## src/rtl/arb_pkg.sv

```systemverilog
// Shared types for the unified memory port arbiter.
// Arbiter FSM states, transaction owner encoding and the watchdog abort data word.
// Imported by mem_port_arbiter and arb_watchdog.
package arb_pkg;

  typedef enum logic [1:0] {
    IDLE   = 2'd0,
    BUSY_I = 2'd1,
    BUSY_D = 2'd2
  } state_t;

  typedef enum logic {
    OWN_I = 1'b0,
    OWN_D = 1'b1
  } owner_t;

  // Read data returned to the owner when a transaction is abandoned by the watchdog
  localparam logic [31:0] TIMEOUT_DATA = 32'hDEAD_BEEF;

endpackage

```

## src/rtl/arb_watchdog.sv

```systemverilog
// Busy-cycle watchdog for mem_port_arbiter (only built with ARB_TIMEOUT_EN).
// o_expire fires combinationally in the TIMEOUT-th busy cycle without i_ready.
// o_err is sticky until reset.
module arb_watchdog #(
  parameter int TIMEOUT = 64
) (
  input  logic clk,
  input  logic reset,
  input  logic i_busy,
  input  logic i_ready,
  output logic o_expire,
  output logic o_err
);

  localparam int CW = $clog2(TIMEOUT + 1);

  logic [CW-1:0] r_cnt;
  logic          r_err;

  assign o_expire = i_busy & ~i_ready & (r_cnt == CW'(TIMEOUT - 1));
  assign o_err    = r_err;

  // Count consecutive busy cycles; restart whenever the arbiter leaves BUSY
  always_ff @(posedge clk) begin
    if (reset) begin
      r_cnt <= '0;
      r_err <= 1'b0;
    end else begin
      r_cnt <= (i_busy && !o_expire) ? r_cnt + CW'(1) : '0;
      r_err <= r_err | o_expire;
    end
  end

endmodule

```

## src/rtl/mem_port_arbiter.sv

```systemverilog
// Arbitrates fetch and data requests onto one single-port memory, one transaction at a time.
// Zero-wait memory: request in cycle t -> mem_req_o in t+1 -> valid_o pulse in t+2; each wait state adds one.
// Optional watchdog (macro ARB_TIMEOUT_EN) aborts a stuck transaction, returns TIMEOUT_DATA and sets err_o.
module mem_port_arbiter
  import arb_pkg::*;
#(
  parameter int ADDR_W       = 32,
  parameter int DATA_W       = 32,
  parameter int MAX_D_STREAK = 4,
  parameter int TIMEOUT      = 64
) (
  input  logic                clk,
  input  logic                reset,
  input  logic                if_req_i,
  input  logic [ADDR_W-1:0]   if_addr_i,
  output logic [DATA_W-1:0]   if_rdata_o,
  output logic                if_valid_o,
  input  logic                d_req_i,
  input  logic                d_we_i,
  input  logic [ADDR_W-1:0]   d_addr_i,
  input  logic [DATA_W-1:0]   d_wdata_i,
  input  logic [DATA_W/8-1:0] d_be_i,
  output logic [DATA_W-1:0]   d_rdata_o,
  output logic                d_valid_o,
  output logic                mem_req_o,
  output logic                mem_we_o,
  output logic [ADDR_W-1:0]   mem_addr_o,
  output logic [DATA_W-1:0]   mem_wdata_o,
  output logic [DATA_W/8-1:0] mem_be_o,
  input  logic [DATA_W-1:0]   mem_rdata_i,
  input  logic                mem_ready_i,
`ifdef ARB_TIMEOUT_EN
  output logic                err_o,
`endif
  output logic                stall_f_o,
  output logic                stall_m_o
);

  localparam int SW = $clog2(MAX_D_STREAK + 1);
  localparam int BW = DATA_W / 8;

  state_t              r_state;
  logic [SW-1:0]       r_streak;
  logic                r_mem_req;
  logic                r_mem_we;
  logic [ADDR_W-1:0]   r_mem_addr;
  logic [DATA_W-1:0]   r_mem_wdata;
  logic [BW-1:0]       r_mem_be;
  logic [DATA_W-1:0]   r_if_rdata;
  logic                r_if_valid;
  logic [DATA_W-1:0]   r_d_rdata;
  logic                r_d_valid;

  logic                w_if_elig;
  logic                w_d_elig;
  logic                w_grant_vld;
  owner_t              w_grant_own;
  logic                w_busy;
  logic                w_expire;

  assign w_busy = (r_state != IDLE);

`ifdef ARB_TIMEOUT_EN
  arb_watchdog #(
    .TIMEOUT (TIMEOUT)
  ) u_watchdog (
    .clk      (clk),
    .reset    (reset),
    .i_busy   (w_busy),
    .i_ready  (mem_ready_i),
    .o_expire (w_expire),
    .o_err    (err_o)
  );
`else
  // Watchdog compiled out: a transaction waits for mem_ready_i indefinitely
  assign w_expire = (TIMEOUT < 0);
`endif

  // Eligibility excludes a requester whose completion pulse is showing, so a stale req is not re-granted
  always_comb begin
    w_if_elig   = if_req_i & ~r_if_valid;
    w_d_elig    = d_req_i & ~r_d_valid;
    w_grant_vld = (r_state == IDLE) & (w_if_elig | w_d_elig);
    w_grant_own = (w_d_elig && ((r_streak < SW'(MAX_D_STREAK)) || !w_if_elig)) ? OWN_D : OWN_I;
  end

  // Arbiter FSM: grant in IDLE, hold the memory request until ready (or watchdog), then pulse the owner's valid
  always_ff @(posedge clk) begin
    if (reset) begin
      r_state     <= IDLE;
      r_streak    <= '0;
      r_mem_req   <= 1'b0;
      r_mem_we    <= 1'b0;
      r_mem_addr  <= '0;
      r_mem_wdata <= '0;
      r_mem_be    <= '0;
      r_if_rdata  <= '0;
      r_if_valid  <= 1'b0;
      r_d_rdata   <= '0;
      r_d_valid   <= 1'b0;
    end else begin
      r_if_valid <= 1'b0;
      r_d_valid  <= 1'b0;
      case (r_state)
        IDLE: begin
          if (w_grant_vld) begin
            r_mem_req <= 1'b1;
            if (w_grant_own == OWN_D) begin
              r_state     <= BUSY_D;
              r_mem_we    <= d_we_i;
              r_mem_addr  <= d_addr_i;
              r_mem_wdata <= d_wdata_i;
              r_mem_be    <= d_be_i;
              // Streak only grows while fetch is actually being starved
              if (!w_if_elig)
                r_streak <= '0;
              else if (r_streak != SW'(MAX_D_STREAK))
                r_streak <= r_streak + SW'(1);
            end else begin
              r_state     <= BUSY_I;
              r_mem_we    <= 1'b0;
              r_mem_addr  <= if_addr_i;
              r_mem_wdata <= '0;
              r_mem_be    <= '1;
              r_streak    <= '0;
            end
          end
        end
        BUSY_I, BUSY_D: begin
          if (mem_ready_i) begin
            r_mem_req <= 1'b0;
            r_state   <= IDLE;
            if (r_state == BUSY_I) begin
              r_if_rdata <= mem_rdata_i;
              r_if_valid <= 1'b1;
            end else begin
              // Stores leave the load data register untouched
              if (!r_mem_we)
                r_d_rdata <= mem_rdata_i;
              r_d_valid <= 1'b1;
            end
          end else if (w_expire) begin
            r_mem_req <= 1'b0;
            r_state   <= IDLE;
            if (r_state == BUSY_I) begin
              r_if_rdata <= DATA_W'(TIMEOUT_DATA);
              r_if_valid <= 1'b1;
            end else begin
              r_d_rdata <= DATA_W'(TIMEOUT_DATA);
              r_d_valid <= 1'b1;
            end
          end
        end
        default: begin
          r_state   <= IDLE;
          r_mem_req <= 1'b0;
        end
      endcase
    end
  end

  assign mem_req_o   = r_mem_req;
  assign mem_we_o    = r_mem_we;
  assign mem_addr_o  = r_mem_addr;
  assign mem_wdata_o = r_mem_wdata;
  assign mem_be_o    = r_mem_be;
  assign if_rdata_o  = r_if_rdata;
  assign if_valid_o  = r_if_valid;
  assign d_rdata_o   = r_d_rdata;
  assign d_valid_o   = r_d_valid;
  assign stall_f_o   = if_req_i & ~r_if_valid;
  assign stall_m_o   = d_req_i & ~r_d_valid;

endmodule

```

## config.mk

```make
export PLATFORM = sky130hd
export DESIGN_NAME = mem_port_arbiter
export DESIGN_NICKNAME = d
export VERILOG_FILES = /design/src/rtl/arb_pkg.sv /design/src/rtl/arb_watchdog.sv /design/src/rtl/mem_port_arbiter.sv
export SDC_FILE = /design/constraint.sdc
export NUM_CORES = 1
export LEC_CHECK = 0
export ABC_AREA = 1
export CAP_MARGIN = 25
export CORE_MARGIN = 2
export CORE_UTILIZATION = 44
export CTS_CLUSTER_SIZE = 8
export DETAILED_ROUTE_END_ITERATION = 7
export HOLD_SLACK_MARGIN = 0.15
export MAX_ROUTING_LAYER = met4
export PLACE_DENSITY = 0.87
export SLEW_MARGIN = 20
export SYNTH_ARGS = -nofsm -noshare
export SYNTH_HDL_FRONTEND = slang
export SYNTH_SLANG_ARGS = --single-unit
```

## constraint.sdc

```tcl
create_clock -name clk -period 4.2 [get_ports clk]
set_input_delay 0.84 -clock clk [delete_from_list [all_inputs] [get_ports clk]]
set_output_delay 0.84 -clock clk [all_outputs]
set_load 0.02 [all_outputs]
```

Word level (Yosys, flattened, before mapping)
Index checks and enable logic that the tools add are counted.
{"block": "word_totals", "inputBits": 138, "n_memories": 0, "out_inout_bits": 138, "mem_bits_rw": 0, "rom_bits": 0, "reg_bits": 141, "latchBits": 0, "wordCells": 57}
{"block": "op_classes", "n_shift": 0, "div_mod_pow": 0, "n_eq_ne": 6, "n_lt_le_gt_ge": 1, "multipliers": 0, "reduce_logical": 11, "bitwise_logic": 10, "addsub": 1, "muxes": 17}
{"op": "$mux W32", "n": 2}
{"op": "$mux W3", "n": 3}
{"op": "$mux W1", "n": 6}
{"op": "$mux W2", "n": 3}
{"op": "$not A1 Y1", "n": 6}
{"op": "$reduce_and A3 Y1", "n": 2}
{"op": "$mux W4", "n": 1}
{"op": "$ne A2 B2 Y1 const B", "n": 2}
{"op": "$pmux W2 S2", "n": 1}
{"op": "$reduce_and A2 Y1", "n": 2}
{"op": "$reduce_and A4 Y1", "n": 1}
{"op": "$add A3 B1 Y3 const B", "n": 1}
{"op": "$and A1 B1 Y1", "n": 3}
{"op": "$lt A3 B3 Y1 const B", "n": 1}
{"op": "$ne A3 B2 Y1 const B", "n": 1}
{"op": "$ne A3 B3 Y1 const B", "n": 1}
{"op": "$reduce_or A3 Y1", "n": 1}
{"op": "$eq A2 B1 Y1 const B", "n": 1}
{"op": "$eq A2 B2 Y1 const B", "n": 1}
{"op": "$logic_not A2 Y1", "n": 1}
{"op": "$pmux W1 S2", "n": 1}
{"op": "$reduce_or A2 Y1", "n": 1}
{"op": "$logic_and A1 B1 Y1", "n": 1}
{"op": "$logic_not A1 Y1", "n": 1}
{"op": "other kinds (2)", "n": 2}

Logic depth before layout (Yosys ltp)
Gate-level depths: netlist (run 1).
{"block": "logic_depth", "ltp_word": 9, "ltp_mapped": 8, "mapped_depth_nobuf": 7}

Least setup slack after synthesis (run 1)
Ideal clock, no wire load.
{"block": "synth_timing", "path_kind": "input port to output port", "from": "input port d_req_i", "to": "output port stall_m_o", "slack_ns": 1.944, "arrival_ns": 1.416, "required_ns": 3.360, "stages": 3, "path_buffers": 1, "path_cell_list": "inv_2 > nor2_4 > buf_1"}
{"block": "synth_via", "elab_chain_len": 1}
{"element": "start, declared", "line_no": "mem_port_arbiter.sv:18", "rtl": "input logic d_req_i,"}
{"element": "$and A1 B1 Y1", "line_no": "mem_port_arbiter.sv:172", "rtl": "assign stall_m_o = d_req_i & ~r_d_valid;"}
{"element": "end, declared", "line_no": "mem_port_arbiter.sv:36", "rtl": "output logic stall_m_o"}
No other way between the ends.

Worst setup path after layout (run 1)
{"block": "layout_timing", "from": "input port if_req_i", "to": "output port stall_f_o"}
{"block": "layout_via", "elab_chain_len": 1}
{"element": "start, declared", "line_no": "mem_port_arbiter.sv:14", "rtl": "input logic if_req_i,"}
{"element": "$and A1 B1 Y1", "line_no": "mem_port_arbiter.sv:171", "rtl": "assign stall_f_o = if_req_i & ~r_if_valid;"}
{"element": "end, declared", "line_no": "mem_port_arbiter.sv:35", "rtl": "output logic stall_f_o,"}
No other way between the ends.

==> summary.md, run 1 <==
| Metric | Value |
|---|---|
| Worst slew margin relative to its limit | 48.3% |
| Vias after detailed routing | 5,812 |
| Setup skew after layout | just over 0.006 ns |
| Largest net degree at the start of global routing | 72 |
| Period minus WS final | 3.12 ns |
| Critical setup path kind | input pin to output pin |
| CTS H-tree lvls | 4 |
| Required time worst endpoint | between 3 and 4 ns |
| Final worst-path setup slack | between 1 and 1.5 ns |
| Yosys synthesis warning count | 0 |
| Unique cell type count in the Yosys netlist | 19 |
| Sum of buffers and inverters on the critical path | 3 |
| Syn-to-layout area delta | 62.8% |
| Buffers inserted during post-CTS setup optimization | 0 |
| Number of hold violations in the final report | 0 |
| Count of clock tree sinks | 141 |
| Root buffer cell | sky130_fd_sc_hd__clkbuf_16 |
| Post-Syn Instances | 775 |
| Via count of the first global-routing pass | 5,431 |
| CTS tree | done |
| Average instance area after synthesis | 7.18 um2 |
| Via-per-instance ratio | 4.78 |
| Final HPWL from detailed placement | around 12 mm |
| Die area | 13,600 um2 |
| Largest fanout on the critical path | 5 |
| Number of remaining DRC errors | 0 |
| P per Cell Area | between 400 and 500 nW/um2 |
| Count of cells resized by post-cts repair | 0 |
| Effective utilization at floorplan | approximately 45% |
| N_diodes | 0 |
| Static Leak | 3.83 nW |
| Cells traversed along the worst timing path | clkdlybuf4s50_1 > nand2_1 > inv_1 > clkdlybuf4s50_1 |
| Yosys reg bits | approximately 140 |
| Max-capacitance violation count | 0 |
| Category of the worst setup path capture point | output pin |
| Post-place setup slack | 1.10 ns |
| Largest stage delay, worst path | 0.65 ns |
| Antenna Nets Post-Route | 0 |
| Unrepaired setup endpoints after global routing | no |
| Iter 0 DRT Violations | ~330 |
| Most prevalent standard cell on the critical path | sky130_fd_sc_hd__clkdlybuf4s50_1 |
| Class of the tightest hold or removal check | register to register |
| Global-route wire length before repair | 26.1 mm |
| Final cycle utilization of the critical path | 74.3% |
| Run status | finished, final reports clean |
| Setup violation total in the final timing report | 0 |
| Synthesized Nets | 917 |
| Cell row count | 41 |
| TNS Setup | 0 ns |
| Antenna violations before repair | 0 |
| Global-route congestion overflow total | 0 |
| F_max | 320 MHz |
| Placeable core region | 12,500 um2 |
| Die boundary height | between 100 and 150 um |
| Clock transition at the registers of the reported paths | 0.06 ns |
| Quantity of I/O buffers inserted on ports | 275 |
| Worst-skew pair later-pin latency | ~0.42 ns |
| Transition time at the pin with the least slew margin | ~0.77 ns |
| Number of CTS-inserted buffers | 17 |
| Routed wire per std cell | approximately 14 um |
| Sequential fraction of the synthesis area | 50.7% |
| Number of hold buffers added after cts | 0 |
| Number of nets at the end of the flow | 1,172 |
| Area of the multi-input gates | 2240 um2 |
| Overall routing resource usage | 25.6% |
| Horiz. Die Dim | 116 um |
| Signal arrival time at the worst endpoint | ~2.3 ns |
| Register area | 2820 um2 |
| Detailed Routing Iterations Pass 1 | 4 |
| Crit-path slowest cell | sky130_fd_sc_hd__clkdlybuf4s50_1 |
| Syn Std Cell Area | about 5600 um2 |
| Maximum count of clock buffers along a single path | 2 |
| Max Slew Vio Count | 0 |
| Fill cell instance count of the final layout | 973 |
| Highest ir drop seen on vdd | 0.296 mV |
| Placer congestion estimate | 0.844 |
| Boundary pin count | 276 |
| Startpoint Class | input pin |
| Cell type group with the largest total delay on the critical path | buffers and inverters |
| Wirelength, routed | 17.4 mm |
| Fraction of layout instances using a drive strength above 1 | 5.08% |
[power by group]
group | leakage [nW] | total, mW | switching (mW) | internal [mW]
clock | 0.303 | 1.57 | 0.581 | 0.993
combinational | 2.37 | 1.20 | 0.657 | 0.542
sequential | 1.16 | 1.58 | 0.0807 | 1.50
total | 3.83 | 4.36 | 1.32 | 3.04
[per-layer routing]
metal	up-vias	track usage, %	part of all wire (%)	wire, um
met3	51	7.73	8.2	1420
met5	-	-	0	0
li1	2944	-	-	-
met2	225	42.5	49	8500
met1	2592	27.4	39	6830
met4	0	13.7	3.7	635
[flip-flops by register name (all words and copies together) (netlist names)]
register     flops
mem_addr_o      32
r_state          2
mem_be_o         4
if_valid_o       1
if_rdata_o      32
mem_wdata_o     32
d_rdata_o       32
mem_we_o         1
mem_req_o        1
r_streak         3
d_valid_o        1
[cell type report]
cell class | instances | share of cell area (%)
Tap cell | 172 | 2.38
Inverter | 79 | 3.27
Sequential cell | 141 | 31.2
Timing Repair Buffer | 286 | 31.6
Clock inverter | 15 | 2.15
Multi-Input combinational cell | 505 | 24.7
Clock buffer | 17 | 4.70
[synthesized netlist by cell type (all sizes together)]
cell type	instances	share of area [%]
dfxtp	141	51
or2	1	0.11
nand3	68	6.1
clkbuf	32	2.2
nand2	146	9.9
o21ai	70	6.3
a21oi	71	6.4
ha	4	0.90
buf	18	1.8
a31oi	1	0.11
inv	79	5.3
nor3	3	0.36
nor2	141	9.8
[worst paths after layout]
kind,from,endpoint,slack (ns),cells past startpoint
min,mem_wdata_o[1],mem_wdata_o[1],0.46,2
max,if_req_i,stall_f_o,1.08,4
max reg2reg,d_valid_o,mem_be_o[0],2.12,7
min reg2reg,mem_wdata_o[1],mem_wdata_o[1],0.46,2
[through the flow]
stage	power (mW)	instances	utilization (%)	area (um2)	hold slack, ns
floorplan	2.23	775	-	5560	0.444
global placement	2.76	1180	67.2	8380	0.451
detailed placement	2.79	1181	67.3	8390	0.455
CTS	4.38	1213	72.3	9010	0.464
global route	4.57	1215	72.7	9060	0.482
finish	4.36	1215	72.7	9060	0.463
[cell families (layout without fill, tap and decap cells)]
logic type               count (synthesis)  after routing  share of synthesized area [%]
AO/OA/AOI/OAI                          142            142                           12.8
adder cells (fa/ha/maj)                  4              4                          0.900
buffers and inverters                  129            397                           9.31
flip-flops                             141            141                           50.7
AND/OR/NAND/NOR                        359            359                           26.3
[worst register-to-register path, stage by stage (launching register included)]
cell,delay [ns]
sky130_fd_sc_hd__dfxtp_1,0.35
sky130_fd_sc_hd__nor2_4,0.12
sky130_fd_sc_hd__buf_4,0.35
sky130_fd_sc_hd__nand2_2,0.14
sky130_fd_sc_hd__nor2_4,0.61
sky130_fd_sc_hd__inv_1,0.21
sky130_fd_sc_hd__nor2_1,0.15
sky130_fd_sc_hd__nor2_1,0.06
[layout by cell type (no fill, tap or decap), types with 4 or more instances in the layout]
cell type,synthesis,final
sky130_fd_sc_hd__o21ai_0,70,70
sky130_fd_sc_hd__a21oi_1,71,70
sky130_fd_sc_hd__nor2_1,139,139
sky130_fd_sc_hd__bufinv_16,0,4
sky130_fd_sc_hd__clkinv_2,0,5
sky130_fd_sc_hd__ha_1,4,4
sky130_fd_sc_hd__inv_1,77,77
sky130_fd_sc_hd__dfxtp_1,141,141
sky130_fd_sc_hd__clkdlybuf4s50_1,0,274
sky130_fd_sc_hd__clkbuf_16,0,17
sky130_fd_sc_hd__nand2_1,145,144
sky130_fd_sc_hd__buf_4,6,8
sky130_fd_sc_hd__nand3_1,68,68
(Power assumes the default switching activity.)
==> inputs of run 2 (changes only) <==
Settings changed: CORE_UTILIZATION 44 to 40, PLACE_DENSITY 0.87 to 0.8.
Clock period 4.2 ns to 2.9 ns, I/O delays scaled along.
==> summary.md, run 2 (same netlist as run 1, synthesis figures left out) <==
| Metric | Value |
|---|---|
| Iter 0 DRT Violations | 378 (was 328) |
| Number of nets at the end of the flow | 1,176 (was 1,172) |
| Post-place setup slack | 0.300 ns (was 1.10 ns) |
| Placeable core region | 13,700 um2 (was 12,500 um2) |
| Final worst-path setup slack | 0.301 ns (was 1.08 ns) |
| Largest fanout on the critical path | 5 (unchanged) |
| Largest net degree at the start of global routing | 72 (unchanged) |
| Startpoint Class | input pin (unchanged) |
| Detailed Routing Iterations Pass 1 | 4 (unchanged) |
| Wirelength, routed | 17.4 mm (about the same) |
| Global-route congestion overflow total | 0 (unchanged) |
| Final HPWL from detailed placement | 11.9 mm (was 11.8 mm) |
| Effective utilization at floorplan | 40.6% (was 44.6%) |
| Root buffer cell | sky130_fd_sc_hd__clkbuf_16 (unchanged) |
| Number of remaining DRC errors | 0 (unchanged) |
| Worst Hold Endpoint | mem_wdata_o[15] (was mem_wdata_o[1]) |
| CTS tree | done (unchanged) |
| Global-route wire length before repair | 27.2 mm (was 26.1 mm) |
| Startpoint of the worst hold path | mem_wdata_o[15] (was mem_wdata_o[1]) |
| Most frequent cells in the layout | 274 x sky130_fd_sc_hd__clkdlybuf4s50_1, 144 x sky130_fd_sc_hd__nand2_1, 141 x sky130_fd_sc_hd__dfxtp_1 (unchanged) |
| Signal arrival time at the worst endpoint | 2.02 ns (was 2.28 ns) |
| Worst r2r dst | d_rdata_o[14] (was mem_be_o[0]) |
| Switching power | 1.89 mW (was 1.32 mW) |
| Count of clock tree sinks | 141 (unchanged) |
| Boundary pin count | 276 (unchanged) |
| Hold depth | 2 (unchanged) |
| Run status | finished, final reports clean (unchanged) |
| Required time worst endpoint | 2.32 ns (was 3.36 ns) |
| Die boundary height | 122 um (was 116 um) |
| Post-route total power | 6.28 mW (was 4.36 mW) |
| Worst slew margin relative to its limit | 48.5% (was 48.3%) |
| Die area | 14,900 um2 (was 13,600 um2) |
| Switching portion of total power | 30.0% (was 30.3%) |
| Final cycle utilization of the critical path | between 80% and 90% |
| Quantity of I/O buffers inserted on ports | 275 (unchanged) |
| Buffers inserted during post-CTS setup optimization | 0 (unchanged) |
| Via count of the first global-routing pass | 5,445 (was 5,431) |
| Static Leak | 3.84 nW (was 3.83 nW) |
| Vias after detailed routing | 5,748 (was 5,812) |
| Horiz. Die Dim | 122 um (was 116 um) |
| Crit-path slowest cell | sky130_fd_sc_hd__clkdlybuf4s50_1 (unchanged) |
| Register-to-Register Setup Slack | 1.20 ns (was 2.12 ns) |
| P per Cell Area | 691 nW/um2 (was 481 nW/um2) |
| Cell row count | 43 (was 41) |
| Overall routing resource usage | 24.1% (was 25.6%) |
| F_max | 385 MHz |
| TNS Setup | 0 ns (unchanged) |
| Cells traversed along the worst timing path | clkdlybuf4s50_1 > nand2_1 > inv_1 > clkdlybuf4s50_1 (unchanged) |
| Placer congestion estimate | 0.774 (was 0.844) |
| Transition time at the pin with the least slew margin | 0.772 ns (was 0.774 ns) |
| Number of hold buffers added after cts | 0 (unchanged) |
| Setup skew after layout | 0.0141 ns (was 0.00624 ns) |
| Number of hold violations in the final report | 0 (unchanged) |
| Finished Core Util | 66.3% (was 72.7%) |
| Largest stage delay, worst path | 0.65 ns (about the same) |
| Most common library cell in the layout ignoring fill and taps | sky130_fd_sc_hd__clkdlybuf4s50_1 (unchanged) |
| N_diodes | 0 (unchanged) |
| Unrepaired setup endpoints after global routing | no (unchanged) |
| Routed wire per std cell | 14.2 um (was 14.3 um) |
| Number of CTS-inserted buffers | 17 (unchanged) |
| Count of cells resized by post-cts repair | 0 (unchanged) |
| Critical setup path kind | input pin to output pin (unchanged) |
| Period minus WS final | 2.60 ns |
| Clock transition at the registers of the reported paths | 0.05 ns (was 0.06 ns) |
| Antenna Nets Post-Route | 0 (unchanged) |
| Class of the tightest hold or removal check | register to register (unchanged) |
| Syn-to-layout area delta | 63.5% (was 62.8%) |
| Clock network fraction of total power | 35.7% (was 36.1%) |
| Setup violation total in the final timing report | 0 (unchanged) |
| Category of the worst setup path capture point | output pin (unchanged) |
| Power share of the combinational group | 27.8% (was 27.5%) |
| CTS H-tree lvls | 4 (unchanged) |
| Number of cells on the worst reg-to-reg path | 8 (was 7) |
| Fraction of layout instances using a drive strength above 1 | 5.16% (was 5.08%) |
| Via-per-instance ratio | 4.69 (was 4.78) |
| Sequential fraction of design power | 36.5% (was 36.4%) |
| Worst flop-to-flop path startpoint | r_state[0] (was d_valid_o) |
| Maximum count of clock buffers along a single path | 2 (unchanged) |
| Max-capacitance violation count | 0 (unchanged) |
| Worst-skew pair later-pin latency | 0.42 ns (about the same) |
| Highest ir drop seen on vdd | 0.404 mV (was 0.296 mV) |
| Max Slew Vio Count | 0 (unchanged) |
| Antenna violations before repair | 0 (unchanged) |
| Most prevalent standard cell on the critical path | sky130_fd_sc_hd__clkdlybuf4s50_1 (unchanged) |
| Int Pwr | 4.40 mW (was 3.04 mW) |
==> run 2: cell count changes in the layout (fill, tap and decap cells not counted), moves of 2 or more <==
| cell | change |
|---|---|
| sky130_fd_sc_hd__buf_8 | -2 |
| sky130_fd_sc_hd__clkbuf_1 | +2 |
| sky130_fd_sc_hd__buf_4 | +4 |
| sky130_fd_sc_hd__clkbuf_8 | +3 |
| sky130_fd_sc_hd__buf_12 | +2 |
| sky130_fd_sc_hd__clkinv_2 | -4 |
==> run 2: how the worst max path moves through the flow <==
stage	start	to	slack [ns]	cells past startpoint
6_report	if_req_i	stall_f_o	0.30	4
3_3_place_gp	if_req_i	stall_f_o	0.30	4
3_5_place_dp	if_req_i	stall_f_o	0.30	4
5_1_grt	if_req_i	stall_f_o	0.23	4
4_1_cts	if_req_i	stall_f_o	0.29	4
2_1_floorplan	d_req_i	stall_m_o	1.16	3
==> run 2: layer usage <==
| metal | wire length, um | track usage [%] |
|---|---|---|
| met5 | 0 | - |
| met4 | 467 | 10.2 |
| met3 | 1290 | 7.16 |
| met2 | 8560 | 41.0 |
| met1 | 7130 | 26.3 |
==> run 2: final cells by class <==
class                   count  area (um2)
clock inverters             9         135
flip-flops and latches    141        2820
inverters                  79         297
multi-input cells         505        2240
clock buffers              22         474
repair buffers            290        2910
fillers                  1172        4620
well taps                 180         225
==> run 2: stage by stage <==
stage	area (um2)	hold slack, ns	cells
2_1_floorplan	5560	0.444	775
3_3_place_gp	8460	0.451	1194
3_5_place_dp	8490	0.455	1195
4_1_cts	9100	0.464	1226
5_1_grt	9100	0.486	1226
6_report	9100	0.462	1226
==> run 2: critical path: cells and delay by family <==
family / cells / cell delay, ns
buffers and inverters: 3 / 1.28
AND/OR/NAND/NOR: 1 / 0.15
==> run 2: power by group through the flow <==
stage,Combinational (mW),Clock [mW],Sequential [mW]
6_report,1.75,2.24,2.30
5_1_grt,1.90,2.37,2.32
4_1_cts,1.76,2.27,2.30
3_5_place_dp,1.75,0,2.33
3_3_place_gp,1.72,0,2.33
2_1_floorplan,0.618,0,2.61
==> edit: new RTL, flow settings as in run 1 <==
The parameter `DATA_W` goes from 32 to 36.
--- a/src/rtl/mem_port_arbiter.sv
+++ b/src/rtl/mem_port_arbiter.sv
@@ -5,7 +5,7 @@
   import arb_pkg::*;
 #(
   parameter int ADDR_W       = 32,
-  parameter int DATA_W       = 32,
+  parameter int DATA_W       = 36,
   parameter int MAX_D_STREAK = 4,
   parameter int TIMEOUT      = 64
 ) (
Ports: changed (5 resized); port bits go from 276 to 296. The function was not compared with the original's and may differ.
==> edit against run 1 <==
  * Cell area increased by 6.5%
  * Critical path type unchanged
  * Count of clock-buffer cells in the layout increased by 5
  * Die area increased by 7.2%
  * Total power increased by 5.0%
  * Synthesized cell count increased by 6.6%
  * Sequential cell count increased by 12
  * Worst setup slack got worse by 0.020 ns
  * Critical endpoint is now stall_m_o
  * Area after synthesis increased by 7.5%
  * Via count increased by 8.4%
  * Core utilization increased by 0.19 points
  * Clock skew increased by 0.0030 ns
  * Largest cell class is now sequential cells
  * Routed wire length increased by 7.6%
==> edit: results <==
{
  "seq_area_frac_synth": 0.512,
  "drc": 0,
  "clk_latency_ns": 0.42,
  "hp-class": "flop to flop",
  "final.setup_skew_ns": 0.00922,
  "synth-async-reset-ratio": 0,
  "port_buffers": 295,
  "wire_per_inst_um": 14.5,
  "postCtsSetupBuffers": 0,
  "grtUsageTotal": 0.261,
  "grt_first_pass_wirelength_um": 29200,
  "ys_top_cells_by_count": "nor2_1 (155), dfxtp_1 (153), nand2_1 (153)",
  "gp_congestion": 0.834,
  "fillCellCount": 1027,
  "grt_pass1_vias": 5960,
  "syn_nets": 976,
  "synth.avg_cell_area_um2": 7.24,
  "crit_path_top_delay_cell": "clkdlybuf4s50_1",
  "antennaDiodeCount": 0,
  "status": "finished clean",
  "final-hold-violation-count": 0,
  "dp_hpwl_um": 13000,
  "nets": 1247,
  "ys_top_cells_by_area": "dfxtp_1 (51%), nor2_1 (9.7%), nand2_1 (9.6%)",
  "arrival_ns": 2.30,
  "clockBufferDepth": 2,
  "worstMarginPinSlew_ns": 1.05,
  "h-tree-depth": 4,
  "crit_fanout": 9,
  "grt_max_degree": 79,
  "first_pass_iters": 4,
  "final-instance-count-excl-fill": 1286,
  "cts_made_buffers": 17,
  "root_buffer": "clkbuf_16",
  "use_met1": 0.285,
  "max_stage_delay_ns": 0.65,
  "global_route.usage.met2": 0.433,
  "cts_resized": 0,
  "clk_pin_slew_ns": 0.06,
  "place_ws_ns": 1.09,
  "vdd_drop_max_uv": 265,
  "leakage_uw": 0.00403,
  "drive_gt1_frac": 0.0459,
  "grt_antenna_before_repair": 0,
  "use_met3": 0.0759,
  "num_vias": 6298,
  "yosysUniqueCellTypes": 22,
  "yosysWarnings": 0,
  "drt-initial-drc-count": 337
}
[edit: worst max-delay path, delay by kind of cell]
| kind | cells | cell delay (ns) |
|---|---|---|
| simple gates | 1 | 0.21 |
| buf+inv | 3 | 1.24 |
[edit: layout make-up]
cell class	count	area share
Sequential cell	153	0.318
Timing Repair Buffer	305	0.315
Multi-Input combinational cell	541	0.249
Clock buffer	22	0.0502
Inverter	79	0.0307
Tap cell	176	0.0228
Clock inverter	10	0.0147
[edit: metrics by stage]
step	utilization	cell area [um^2]	hold WS (ns)
2_1_floorplan	-	5980	0.444
3_3_place_gp	0.679	8990	0.449
3_5_place_dp	0.681	9020	0.455
4_1_cts	0.728	9650	0.464
5_1_grt	0.728	9650	0.485
6_report	0.728	9650	0.463
[edit: cell families (layout without fill, tap and decap cells)]
kind of cell	after synthesis	after routing	share of synthesized area
AO/OA/AOI/OAI	154	154	0.129
adder cells (fa/ha/maj)	4	4	0.00837
buffers and inverters	132	416	0.0889
flip-flops	153	153	0.512
AND/OR/NAND/NOR	383	383	0.261
[edit: layer usage]
layer / routed length (um) / vias up
met5: 0 / -
met2: 9210 / 241
met3: 1440 / 60
met1: 7290 / 2851
met4: 763 / 0
li1: - / 3146
[edit: path summary, 6_finish.rpt]
path,endpoint,from,slack (ns),cells after the start
hold / removal,r_state[1],r_state[1],0.46,2
setup / recovery,stall_m_o,d_req_i,1.06,4
setup reg to reg,if_rdata_o[27],r_state[1],2.04,8
hold reg to reg,r_state[1],r_state[1],0.46,2
[edit: power breakdown]
group          total [uW]  switching, uW  internal, uW  leakage (uW)
clock network        1590            590           999      0.000302
logic                1270            702           567       0.00248
registers            1720           88.1          1630       0.00125
total                4580           1380          3200       0.00403
